File: src/rtl/a23_gc_run_ctrl_pkg.sv
// a23_gc_run_ctrl_pkg
// Shared definitions for the a23 run sequencer: run-state encodings and the
// state register width. The harness monitors import the same constants, so
// they must stay at IDLE=0, RESET=1, RUN=2, DONE=3.
package a23_gc_run_ctrl_pkg;

  localparam int STATE_W = 2;

  localparam logic [STATE_W-1:0] ST_IDLE  = 2'd0;
  localparam logic [STATE_W-1:0] ST_RESET = 2'd1;
  localparam logic [STATE_W-1:0] ST_RUN   = 2'd2;
  localparam logic [STATE_W-1:0] ST_DONE  = 2'd3;

endpackage

File: src/rtl/a23_sat_counter.sv
// a23_sat_counter
// Up-counter that sticks at all-ones instead of wrapping.
// Ports:
//   clk        system clock
//   rst        synchronous active-high reset (count -> 0)
//   clear      synchronous clear (count -> 0), takes priority over enable
//   enable     advance the count by one this cycle (saturating)
//   count      registered count value
//   count_inc  value count would take if enabled now (combinational)
module a23_sat_counter #(
  parameter int W = 32
) (
  input  logic         clk,
  input  logic         rst,
  input  logic         clear,
  input  logic         enable,
  output logic [W-1:0] count,
  output logic [W-1:0] count_inc
);

  // Exposed so the parent can compare against the budget using the value the
  // current cycle will produce, without a second adder.
  always_comb begin
    count_inc = (&count) ? count : count + W'(1);
  end

  always_ff @(posedge clk) begin
    if (rst || clear) begin
      count <= '0;
    end else if (enable) begin
      count <= count_inc;
    end
  end

endmodule

File: src/rtl/a23_gc_run_ctrl.sv
// a23_gc_run_ctrl
// Run sequencer for the garbled a23 system. Holds the core in reset until a
// start is accepted, releases it after a short reset phase, counts RUN cycles
// and stops on core terminate or budget expiry.
// Ports:
//   clk           system clock
//   rst           synchronous active-high reset, priority over all inputs
//   i_start       start request (honoured in IDLE and DONE only)
//   i_max_cycles  RUN-cycle budget, latched on accepted start, 0 = unlimited
//   i_terminate   terminate from the core, sampled only in RUN
//   o_core_rst    reset to core and memory
//   o_busy        high in RESET and RUN
//   o_done        high in DONE until next accepted start or rst
//   o_timeout     with o_done: 1 = budget expired, 0 = core terminated
//   o_cycle_cnt   RUN cycles elapsed, saturating, frozen in DONE
module a23_gc_run_ctrl
  import a23_gc_run_ctrl_pkg::*;
#(
  parameter int RST_CYCLES = 2,
  parameter int CNT_W      = 32
) (
  input  logic             clk,
  input  logic             rst,
  input  logic             i_start,
  input  logic [CNT_W-1:0] i_max_cycles,
  input  logic             i_terminate,
  output logic             o_core_rst,
  output logic             o_busy,
  output logic             o_done,
  output logic             o_timeout,
  output logic [CNT_W-1:0] o_cycle_cnt
);

  localparam int RC_W = $clog2(RST_CYCLES + 1);

  logic [STATE_W-1:0] state_reg, state_next;
  logic [RC_W-1:0]    rst_cnt_reg, rst_cnt_next;
  logic [CNT_W-1:0]   budget_reg, budget_next;
  logic               timeout_next;
  logic               cnt_clear, cnt_enable;
  logic [CNT_W-1:0]   cnt_inc;

  a23_sat_counter #(.W(CNT_W)) u_cycle_cnt (
    .clk       (clk),
    .rst       (rst),
    .clear     (cnt_clear),
    .enable    (cnt_enable),
    .count     (o_cycle_cnt),
    .count_inc (cnt_inc)
  );

  always_comb begin
    state_next   = state_reg;
    rst_cnt_next = rst_cnt_reg;
    budget_next  = budget_reg;
    timeout_next = o_timeout;
    cnt_clear    = 1'b0;
    cnt_enable   = 1'b0;
    case (state_reg)
      ST_IDLE, ST_DONE: begin
        if (i_start) begin
          state_next   = ST_RESET;
          budget_next  = i_max_cycles;
          rst_cnt_next = '0;
          timeout_next = 1'b0;
          cnt_clear    = 1'b1;
        end
      end
      ST_RESET: begin
        // The entry edge plus RST_CYCLES further cycles keep core_rst high,
        // so the core sees release RST_CYCLES+1 edges after the start edge.
        if (rst_cnt_reg == RC_W'(RST_CYCLES)) begin
          state_next = ST_RUN;
        end else begin
          rst_cnt_next = rst_cnt_reg + RC_W'(1);
        end
      end
      ST_RUN: begin
        cnt_enable = 1'b1;
        // Terminate is checked first so a same-cycle expiry reports success.
        if (i_terminate) begin
          state_next   = ST_DONE;
          timeout_next = 1'b0;
        end else if ((budget_reg != '0) && (cnt_inc == budget_reg)) begin
          state_next   = ST_DONE;
          timeout_next = 1'b1;
        end
      end
      default: begin
        state_next = ST_IDLE;
      end
    endcase
  end

  always_ff @(posedge clk) begin
    if (rst) begin
      state_reg   <= ST_IDLE;
      rst_cnt_reg <= '0;
      budget_reg  <= '0;
      o_core_rst  <= 1'b1;
      o_busy      <= 1'b0;
      o_done      <= 1'b0;
      o_timeout   <= 1'b0;
    end else begin
      state_reg   <= state_next;
      rst_cnt_reg <= rst_cnt_next;
      budget_reg  <= budget_next;
      o_timeout   <= timeout_next;
      // Status outputs are registered from the next state so they line up
      // with the state register. Core reset stays low in DONE so memory
      // contents remain readable by the harness.
      o_core_rst  <= (state_next == ST_IDLE) || (state_next == ST_RESET);
      o_busy      <= (state_next == ST_RESET) || (state_next == ST_RUN);
      o_done      <= (state_next == ST_DONE);
    end
  end

endmodule

File: config.mk
export PLATFORM = sky130hd
export DESIGN_NAME = a23_gc_run_ctrl
export DESIGN_NICKNAME = d
export VERILOG_FILES = /design/src/rtl/a23_gc_run_ctrl_pkg.sv /design/src/rtl/a23_sat_counter.sv /design/src/rtl/a23_gc_run_ctrl.sv
export SDC_FILE = /design/constraint.sdc
export NUM_CORES = 1
export LEC_CHECK = 0
export CAP_MARGIN = 20
export CELL_PAD_IN_SITES_DETAIL_PLACEMENT = 1
export CELL_PAD_IN_SITES_GLOBAL_PLACEMENT = 1
export CORE_ASPECT_RATIO = 0.5
export CORE_UTILIZATION = 42
export CTS_CLUSTER_DIAMETER = 120
export DETAILED_ROUTE_END_ITERATION = 8
export PLACE_DENSITY = 0.85
export REMOVE_ABC_BUFFERS = 1
export SLEW_MARGIN = 20
export SYNTH_ARGS = -nofsm -noshare
export SYNTH_HDL_FRONTEND = slang
export SYNTH_SLANG_ARGS = --single-unit
File: constraint.sdc
create_clock -name clk -period 7.3 [get_ports clk]
set_clock_uncertainty 0.2 [all_clocks]
set_input_delay 1.095 -clock clk [delete_from_list [all_inputs] [get_ports clk]]
set_output_delay 1.095 -clock clk [all_outputs]
set_load 0.005 [all_outputs]
==> results of run 1 <==
[synthesized netlist by cell type (all sizes together) (17+ instances only)]
library cell and n:
clkbuf 21, nor3 17, nor4 18, a21oi 51
nand4 24, xnor2 31, nand3 21, dfxtp 72
xor2 29, nand2 95, o21ai 19, nor2 48
buf 17
[through the flow]
step | instances | setup WS, ns | power (mW)
global route | 773 | 2.22 | 1.05
global placement | 757 | 2.56 | 0.579
CTS | 773 | 2.33 | 1.02
detailed placement | 757 | 2.40 | 0.584
finish | 773 | 2.45 | 1.01
floorplan | 542 | 3.11 | 0.516
[power groups by stage]
| stage | combinational [mW] | clock (mW) | sequential (mW) |
|---|---|---|---|
| global route | 0.160 | 0.453 | 0.436 |
| floorplan | 0.0852 | 0 | 0.431 |
| CTS | 0.145 | 0.438 | 0.433 |
| detailed placement | 0.143 | 0 | 0.442 |
| finish | 0.146 | 0.431 | 0.435 |
| global placement | 0.138 | 0 | 0.441 |
[cell families (layout without fill, tap and decap cells)]
kind of cell    after synthesis  in the layout  share of synthesized area (%)
simple gates                269            269                           31.2
compound gates              118            118                           16.8
flops                        72             72                           32.7
xor+xnor                     60             60                           11.9
buf+inv                      51            104                           4.73
fa+ha+maj                     8              8                           2.27
mux                           2              2                          0.454
[per-layer routing]
| layer | GRT usage [%] | vias up | share of wire [%] |
|---|---|---|---|
| met5 | 0 | - | 0 |
| met4 | 7.67 | 0 | 1.1 |
| met3 | 8.59 | 13 | 8.8 |
| met2 | 44.6 | 180 | 42 |
| met1 | 42.3 | 2308 | 48 |
| li1 | - | 2160 | - |
[area by class of cell]
class	count	area (um2)	share of cell area, %
well taps	140	175	3.20
flip-flops and latches	72	1440	26.4
inverters	13	48.8	0.892
multi-input cells	457	2770	50.7
clock inverters	6	50.0	0.915
clock buffers	10	239	4.37
repair buffers	75	741	13.5
[critical path, delay by kind of cell, from the launching register on]
kind | cells | cell delay, ns
DFF | 1 | 0.45
AOI/OAI and AO/OA | 3 | 0.51
and+or+nand+nor | 6 | 3.14
adders and majority gates | 2 | 0.46
[worst max-delay path by stage]
stage,start,end,slack [ns],depth (start not counted)
after global placement,u_cycle_cnt.count[4]$_SDFFE_PP0N_,o_core_rst$_SDFF_PP1_,2.56,10
after global routing,u_cycle_cnt.count[0]$_SDFFE_PP0N_,o_core_rst$_SDFF_PP1_,2.22,11
final,u_cycle_cnt.count[1]$_SDFFE_PP0N_,o_core_rst$_SDFF_PP1_,2.45,11
after floorplan,u_cycle_cnt.count[5]$_SDFFE_PP0N_,o_core_rst$_SDFF_PP1_,3.11,10
after detailed placement,u_cycle_cnt.count[5]$_SDFFE_PP0N_,o_core_rst$_SDFF_PP1_,2.40,10
after CTS,u_cycle_cnt.count[5]$_SDFFE_PP0N_,o_core_rst$_SDFF_PP1_,2.33,10
==> summary.md, run 1 <==
| Metric | Value |
|---|---|
| WL final | 15900 um |
| Cell variety after synth | 63 |
| Required time of the critical path | 7.33 ns |
| Root Buffer | clkbuf_16 |
| Placed Area | 5170 um2 |
| Net Sw Power | 0.293 mW |
| Largest cells by area after synthesis | dfxtp_1 33%, nand2_1 8.1%, xnor2_1 6.2% |
| Htree depth | 3 |
| WP data arrival | 4.88 ns |
| Fin. Hold Viols | 0 |
| R2R cell count | 11 |
| P&R area growth vs syn | 23.9% |
| Net Sw Frac | 28.9% |
| Die Ht | 74.5 um |
| CTS buffer count | 9 |
| Final instance area | 5470 um2 |
| Total gr overflow | 0 |
| Slew Limit Fails | 0 |
| Clk buf depth | 2 |
| Total Neg Setup Slack | 0 ns |
| Sequence of cells on the critical path | ha_1 -> nand3_1 -> nor4_4 -> and3_1 -> o211ai_1 -> o41a_1 -> or4b_1 -> or3_4 -> a21bo_1 -> ha_1 -> or3_1 |
| Slowest CP cell | nor4_4 |
| Hold_ws | 0.276 ns |
| Unrepaired setup endpoints after global routing | no |
| Minimum clock period | 4.85 ns |
| Final HPWL DP | 11900 um |
| Hold/Removal Path Class | register to register |
| Resize count post-CTS | 0 |
| CP max FO | 17 |
| Initial antenna violation count | 0 |
| RR Startpoint | u_cycle_cnt.count[1]$_SDFFE_PP0N_ |
| Setup Crit Path Kind | register to register |
| Post-CTS setup buffer count | 0 |
| Pin count of the biggest net entering global routing | 42 |
| Critical path's largest stage delay | 0.65 ns |
| Most frequent CP cell | ha_1 |
| Outcome | finished, final reports clean |
| Area share of the largest cell type after synthesis | 32.7% |
| Core Box Area | 10200 um2 |
| Worst-path clk slew | 0.06 ns |
| Most common cell after layout, fill and taps aside | nand2_1 |
| Worst setup SP type | register |
| Gate power share | 14.4% |
| FF+latch count, synth | 72 |
| Number of diodes | 0 |
| Slack of the worst reg-to-reg path | 2.45 ns |
| Internal Pwr Total | 0.719 mW |
| Post-Syn Instances | 580 |
| Crit end category | register |
| CTS tree | yes |
| Detail Route Antenna Nets | 0 |
| Drt drc | 0 |
| FP Rows | 26 |
| Worst reg2reg path endpoint | o_core_rst$_SDFF_PP1_ |
| Warnings, synthesis | 0 |
| GRT Util Overall | 29.9% |
| Synth async-reset ratio | 0% |
| Fmax achieved | 206 MHz |
| Nets | 672 |
| Global-route wire length before repair | 24400 um |
| Main synth FF type | dfxtp_1 |
| Vias in the first global route | 4394 |
| Worst slew margin | 47.7% |
| Initial DRC Count | 443 |
| Via density | 6.03 |
| Share of layout cells above drive strength 1 | 5.21% |
| Max-capacitance violation count | 0 |
| Max VDD drop | 107 uV |
| Via Count | 4661 |
| Worst slew pin tran | 0.782 ns |
| Most frequent cells in the layout | 95 x nand2_1, 72 x dfxtp_1, 71 x clkdlybuf4s50_1 |
| Clock Latency Late Sink | 0.34 ns |
| PD cells | 185 nW/um2 |
| Drt pass-1 iters | 5 |
| Fill count | 1276 |
| Starting density of the core | 43.2% |
| Final period util | 66.5% |
| Die area | 10900 um2 |
| Syn avg cell area | 7.61 um2 |
| Leakage Power | 1.88 nW |
| IO Count | 72 |
| HP Start | o_timeout$_SDFFE_PP0P_ |
| Post-synthesis cell area | 4410 um2 |
| Clock power share | 42.6% |
| Sequential element share of the synthesized area | 32.7% |
| Final setup fails | 0 |
| # clock sinks | 72 |
| EDFF count, synth | 0 |
| WHS Endpoint | o_timeout$_SDFFE_PP0P_ |
| Buffers added on ports | 71 |
| Final Core Density | 53.5% |
| WHS Path Cells | 1 |
| Sequential share of power | 43.0% |
| Die extent in x | 147 um |
| RePlAce Congestion | 0.973 |
| Area leader, netlist | dfxtp_1 |
| Wirelength per Cell | 20.6 um |
| Hold buffer count at CTS | 0 |
No activity file was read; power rests on OpenSTA's default activity.
==> run 2, diff against run 1 <==
--- a/config.mk
+++ b/config.mk
@@ -9,10 +9,10 @@
 export CELL_PAD_IN_SITES_DETAIL_PLACEMENT = 1
 export CELL_PAD_IN_SITES_GLOBAL_PLACEMENT = 1
 export CORE_ASPECT_RATIO = 0.5
-export CORE_UTILIZATION = 42
+export CORE_UTILIZATION = 36
 export CTS_CLUSTER_DIAMETER = 120
 export DETAILED_ROUTE_END_ITERATION = 8
-export PLACE_DENSITY = 0.85
+export PLACE_DENSITY = 0.78
 export REMOVE_ABC_BUFFERS = 1
 export SLEW_MARGIN = 20
 export SYNTH_ARGS = -nofsm -noshare
==> constraint.sdc (replaced) <==
create_clock -name clk -period 4.2 [get_ports clk]
set_clock_uncertainty 0.2 [all_clocks]
set_input_delay 0.63 -clock clk [delete_from_list [all_inputs] [get_ports clk]]
set_output_delay 0.63 -clock clk [all_outputs]
set_load 0.005 [all_outputs]
==> run 2 against run 1 <==
Flip-flop and latch count stayed put. Clock power is 74% higher. Fmax is 21% higher.
==> summary.md, run 2 (synthesized netlist as in run 1, its figures left out) <==
| Metric | Value |
|---|---|
| Total gr overflow | 0 (unchanged) |
| P&R area growth vs syn | 32.7% |
| Via Count | 4858 (+4.2%) |
| Sequence of cells on the critical path | nand4_4 -> or4_4 -> or3_1 -> a211oi_1 -> o21ai_0 -> or4_1 -> or3_4 -> a21bo_1 -> ha_1 -> or3_1 |
| Fill count | 1478 (+16%) |
| WHS Endpoint | o_timeout$_SDFFE_PP0P_ |
| RePlAce Congestion | 0.969 (-0.39%) |
| Sequential share of power | 43.0% (about the same) |
| Setup slack after layout | 0.187 ns (-2.26 ns) |
| Internal Pwr Total | 1.25 mW (+74%) |
| Htree depth | 3 (unchanged) |
| Power, Total | 1.76 mW (+74%) |
| Buffers added on ports | 71 (unchanged) |
| Final period util | 95.6% (+29 points) |
| Critical path's largest stage delay | 0.60 ns (-0.05 ns) |
| Net Sw Frac | 29.1% (+0.17 points) |
| Final HPWL DP | 13500 um (+13%) |
| Outcome | finished, final reports clean |
| Hold buffer count at CTS | 0 (unchanged) |
| Most common cell after layout, fill and taps aside | nand2_1 |
| Slack of the worst reg-to-reg path | 0.19 ns (-2.26 ns) |
| Root Buffer | clkbuf_16 |
| Die area | 12700 um2 (+16%) |
| Clk buf depth | 2 (unchanged) |
| Worst reg2reg path endpoint | o_core_rst$_SDFF_PP1_ |
| Fin. Hold Viols | 0 (unchanged) |
| Worst slew pin tran | 0.935 ns (+0.153 ns) |
| Wirelength per Cell | 20.5 um (-0.79%) |
| Initial DRC Count | 381 (-14%) |
| Vias in the first global route | 4636 (+5.5%) |
| Worst setup SP type | register |
| Most frequent CP cell | or3_1 |
| Nets | 717 (+6.7%) |
| Setup Crit Path Kind | register to register |
| WHS Path Cells | 1 (unchanged) |
| Max-capacitance violation count | 0 (unchanged) |
| Number of diodes | 0 (unchanged) |
| Crit end category | register |
| WP data arrival | 4.04 ns (-0.84 ns) |
| GRT Util Overall | 28.4% (-1.5 points) |
| Gate power share | 14.4% (about the same) |
| Final Core Density | 49.3% (-4.2 points) |
| Uppermost layer routed | met4 |
| Net Sw Power | 0.513 mW (+75%) |
| CTS tree | yes |
| Leakage Power | 2.09 nW (+12%) |
| Delay-heaviest family, CP | simple AND/OR/NAND/NOR gates |
| R2R cell count | 10 (-1) |
| Max VDD drop | 183 uV (+71%) |
| Core Box Area | 11900 um2 (+16%) |
| WL final | 17200 um (+8.2%) |
| Required time of the critical path | 4.22 ns (-3.11 ns) |
| PD cells | 301 nW/um2 (+63%) |
| Final instance area | 5860 um2 (+7.1%) |
| Layout Cells excl Fill | 843 (+9.1%) |
| # clock sinks | 72 (unchanged) |
| FP Rows | 28 (+7.7%) |
| Most frequent cells in the layout | 95 x nand2_1, 71 x clkdlybuf4s50_1, 70 x dfxtp_1 |
| Unrepaired setup endpoints after global routing | no |
| WL met3 | 1660 um (+19%) |
| Drt drc | 0 (unchanged) |
| Slowest CP cell | or4_4 |
| Die extent in x | 159 um (+7.9%) |
| CP max FO | 10 (-7) |
| Hold/Removal Path Class | register to register |
| Via density | 5.76 (-4.4%) |
| Slew Limit Fails | 0 (unchanged) |
| Pin count of the biggest net entering global routing | 42 (unchanged) |
| IO Count | 72 (unchanged) |
| Minimum clock period | 4.01 ns (-0.840 ns) |
| Share of layout cells above drive strength 1 | 12.4% (+7.2 points) |
| Detail Route Antenna Nets | 0 (unchanged) |
| HP Start | o_timeout$_SDFFE_PP0P_ |
| Met1 WL | 8390 um (+9.5%) |
| Critical path buffer and inverter count | 0 (unchanged) |
| Clock power share | 42.7% (about the same) |
| Starting density of the core | 37.2% (-6.0 points) |
| Fmax achieved | 249 MHz (+21%) |
| RR Startpoint | u_cycle_cnt.count[13]$_SDFFE_PP0N_ |
| Die Ht | 80.3 um (+7.8%) |
| Worst-path clk slew | 0.06 ns (about the same) |
| Wire length on met2 | 7050 um (+5.0%) |
| Global-route wire length before repair | 26600 um (+9.3%) |
| Clock Latency Late Sink | 0.34 ns (about the same) |
| Setup WS pre-CTS | 0.0655 ns (-2.33 ns) |
| Final setup fails | 0 (unchanged) |
| Drt pass-1 iters | 5 (unchanged) |
| Hold_ws | 0.279 ns (+0.00339 ns) |
| Placed Cells | 827 (+9.2%) |
| Initial antenna violation count | 0 (unchanged) |
| Total Neg Setup Slack | 0 ns (unchanged) |
| Placed Area | 5550 um2 (+7.4%) |
| CTS buffer count | 9 (unchanged) |
| Worst slew margin | 36.9% (-11 points) |
## run 2: final cells by class
class	instances	area (um2)	share of cell area (%)
tap	165	206	3.52
inverter	13	48.8	0.833
timing repair buffer	120	1090	18.6
sequential	72	1440	24.6
clock inverter	6	50.0	0.854
multi-input combinational	457	2780	47.4
clock buffer	10	239	4.08
## run 2: routing by layer
layer	vias to the layer above	track usage, %
met5	-	0
met4	0	5.67
met3	22	8.47
met2	201	40.4
met1	2387	41.4
li1	2248	-
## run 2: power groups by stage
stage / clock (mW) / sequential, mW / combinational [mW]
global placement: 0 / 0.769 / 0.245
finish: 0.752 / 0.757 / 0.253
floorplan: 0 / 0.749 / 0.148
global route: 0.796 / 0.759 / 0.282
detailed placement: 0 / 0.770 / 0.249
CTS: 0.763 / 0.755 / 0.252
## run 2: worst max-delay path by stage
stage / slack [ns] / start / to / depth (start not counted)
after global placement: 0.04 / u_cycle_cnt.count[16]$_SDFFE_PP0N_ / o_core_rst$_SDFF_PP1_ / 11
after CTS: 0.04 / u_cycle_cnt.count[0]$_SDFFE_PP0N_ / o_core_rst$_SDFF_PP1_ / 12
final: 0.19 / u_cycle_cnt.count[13]$_SDFFE_PP0N_ / o_core_rst$_SDFF_PP1_ / 10
after detailed placement: 0.07 / u_cycle_cnt.count[16]$_SDFFE_PP0N_ / o_core_rst$_SDFF_PP1_ / 11
after floorplan: 0.01 / u_cycle_cnt.count[5]$_SDFFE_PP0N_ / o_core_rst$_SDFF_PP1_ / 10
after global routing: 0.01 / u_cycle_cnt.count[13]$_SDFFE_PP0N_ / o_core_rst$_SDFF_PP1_ / 10
## run 2: what timing repair did
item	in CTS	in global routing
resized for setup	0	8
setup buffers	0	0
endpoints found under the setup margin	0	3
==> run 3, diff against run 2 <==
--- a/config.mk
+++ b/config.mk
@@ -9,6 +9,7 @@
 export CELL_PAD_IN_SITES_DETAIL_PLACEMENT = 1
 export CELL_PAD_IN_SITES_GLOBAL_PLACEMENT = 1
 export CORE_ASPECT_RATIO = 0.5
+export CORE_MARGIN = 5
 export CORE_UTILIZATION = 36
 export CTS_CLUSTER_DIAMETER = 120
 export DETAILED_ROUTE_END_ITERATION = 8
==> run 3 against run 2 <==
Worst hold slack better by 0.011 ns. Core utilization down 0.58 points. Sequential power about the same. Power grew 2.6%. Worst setup slack got worse by 0.094 ns. Global-route usage decreased by 5.2 points. First-iteration DRC count rose by 17%. Design area shrank 0.88%. Clock power increased by 6.6%. Via count fell by 2.2%. Critical path type unchanged. Largest power group is now the clock network.
==> summary.md, run 3 (synthesized netlist as in run 1, its figures left out) <==
| Metric | Value |
|---|---|
| CTS buffer count | 9 (unchanged) |
| Outcome | finished, final reports clean |
| Slew Limit Fails | 0 (unchanged) |
| Power, Total | 1.81 mW (+2.6%) |
| Initial DRC Count | 444 (+17%) |
| Minimum clock period | 4.11 ns (+0.0936 ns) |
| Required time of the critical path | 4.22 ns (about the same) |
| Clock Latency Late Sink | 0.34 ns (about the same) |
| Setup Crit Path Kind | register to register |
| Fmax achieved | 243 MHz (-2.3%) |
| Hold/Removal Path Class | register to register |
| Total Neg Setup Slack | 0 ns (unchanged) |
| Critical path's largest stage delay | 0.56 ns (-0.04 ns) |
| CTS tree | yes |
| Via Count | 4751 (-2.2%) |
| Root Buffer | clkbuf_16 |
| WP data arrival | 4.13 ns (+0.09 ns) |
| Final setup fails | 0 (unchanged) |
| Slowest CP cell | or4_1 |
| Worst setup SP type | register |
| FP Rows | 28 (unchanged) |
| Fin. Hold Viols | 0 (unchanged) |
| Die extent in x | 167 um (+5.0%) |
| GRT Util Overall | 23.2% (-5.2 points) |
| WL final | 17100 um (-0.68%) |
| Vias in the first global route | 4741 (+2.3%) |
| P&R area growth vs syn | 31.5% |
| Register Area | 1440 um2 (-0.17%) |
| Sequence of cells on the critical path | nand4_1 -> buf_4 -> or4_1 -> a311oi_2 -> xnor2_1 -> nand4_1 -> or4_1 -> or3_4 -> a21bo_1 -> ha_1 -> or3_1 |
| Resize count post-CTS | 0 (unchanged) |
| Total gr overflow | 0 (unchanged) |
| Initial antenna violation count | 0 (unchanged) |
| Drt pass-1 iters | 5 (unchanged) |
| Core Box Area | 11900 um2 (+0.29%) |
| Leakage Power | 2.07 nW (-1.1%) |
| Htree depth | 3 (unchanged) |
| Number of diodes | 0 (unchanged) |
| Hold buffer count at CTS | 0 (unchanged) |
| Via density | 5.68 (-1.5%) |
| IO Count | 72 (unchanged) |
| Most frequent cells in the layout | 95 x nand2_1, 72 x dfxtp_1, 71 x clkdlybuf4s50_1 |
| Clk buf depth | 2 (unchanged) |
| # clock sinks | 72 (unchanged) |
| Final Core Density | 48.8% (-0.58 points) |
| Fill count | 1448 (-2.0%) |
| Nets | 711 (-0.84%) |
| Die Ht | 88.3 um (+10%) |
| CP max FO | 8 (-2) |
| Buffers added on ports | 71 (unchanged) |
| Die area | 14700 um2 (+16%) |
| Drt drc | 0 (unchanged) |
| Worst slew margin | 54.9% (+18 points) |
| Wirelength per Cell | 20.5 um (about the same) |
| Most common cell after layout, fill and taps aside | nand2_1 |
| Area taken by multi-input logic gates | 2770 um2 (-0.23%) |
| Detail Route Antenna Nets | 0 (unchanged) |
| Worst slew pin tran | 0.668 ns (-0.267 ns) |
| Global-route wire length before repair | 26700 um (+0.13%) |
| Pin count of the biggest net entering global routing | 34 (-19%) |
| Crit end category | register |
| RePlAce Congestion | 1.02 (+4.8%) |
| Max-capacitance violation count | 0 (unchanged) |
| Starting density of the core | 37.1% (-0.11 points) |
| PD cells | 311 nW/um2 (+3.5%) |
| Post-CTS setup buffer count | 0 (unchanged) |
| Share of layout cells above drive strength 1 | 11.0% (-1.4 points) |
| Final period util | 97.8% (+2.2 points) |
| Final HPWL DP | 13300 um (-1.6%) |
| Worst-path clk slew | 0.07 ns (about the same) |
| Max VDD drop | 202 uV (+10%) |
| Unrepaired setup endpoints after global routing | no |
## run 3: changes by cell type in the layout (fill, tap and decap cells not counted), sizes merged
cell	change
buf	-6
clkinv	+2
clkinvlp	-2
bufinv	+1
clkbuf	-1
## run 3: worst paths after layout
check	from	to	slack [ns]	cells after the start
worst max-delay path	u_cycle_cnt.count[1]$_SDFFE_PP0N_	o_core_rst$_SDFF_PP1_	0.09	11
worst min-delay path	o_timeout$_SDFFE_PP0P_	o_timeout$_SDFFE_PP0P_	0.29	1
worst max register to register	u_cycle_cnt.count[1]$_SDFFE_PP0N_	o_core_rst$_SDFF_PP1_	0.09	11
worst min register to register	o_timeout$_SDFFE_PP0P_	o_timeout$_SDFFE_PP0P_	0.29	1
## run 3: power by group
| group | switching, mW | leakage, nW | internal, mW | total [mW] |
|---|---|---|---|---|
| Combinational | 0.138 | 1.34 | 0.113 | 0.251 |
| Clock | 0.335 | 0.150 | 0.467 | 0.802 |
| Sequential | 0.0417 | 0.586 | 0.713 | 0.754 |
| Total | 0.514 | 2.07 | 1.29 | 1.81 |
## run 3: metrics by stage
stage | cells | setup slack, ns | hold WS (ns) | instance area (um2)
floorplan | 542 | 0.0133 | 0.254 | 4250
global placement | 821 | 0.197 | 0.265 | 5490
detailed placement | 821 | 0.113 | 0.256 | 5490
CTS | 837 | 0.0804 | 0.285 | 5800
global route | 837 | 0.0252 | 0.324 | 5810
finish | 837 | 0.0929 | 0.290 | 5810
## run 3: per-layer routing
metal	track usage, %	vias up	part of all wire [%]
met5	0	-	0
met4	4.31	0	1.1
met3	6.11	16	8.3
met2	36.0	165	43
met1	33.0	2337	48
li1	-	2233	-
## run 3: critical path, delay by kind of cell (launching register included)
family,cells,cell delay [ns]
XOR/XNOR,1,0.19
flip-flops,1,0.36
AND/OR/NAND/NOR,6,2.23
buffers and inverters,1,0.27
adder cells (fa/ha/maj),1,0.19
AO/OA/AOI/OAI,2,0.53
## run 3: layout make-up
class / instances / area share [%]
Timing Repair Buffer: 114 / 17.8
Clock buffer: 9 / 3.88
Sequential cell: 72 / 24.8
Clock inverter: 7 / 1.36
Multi-Input combinational cell: 457 / 47.7
Inverter: 13 / 0.840
Tap cell: 165 / 3.56
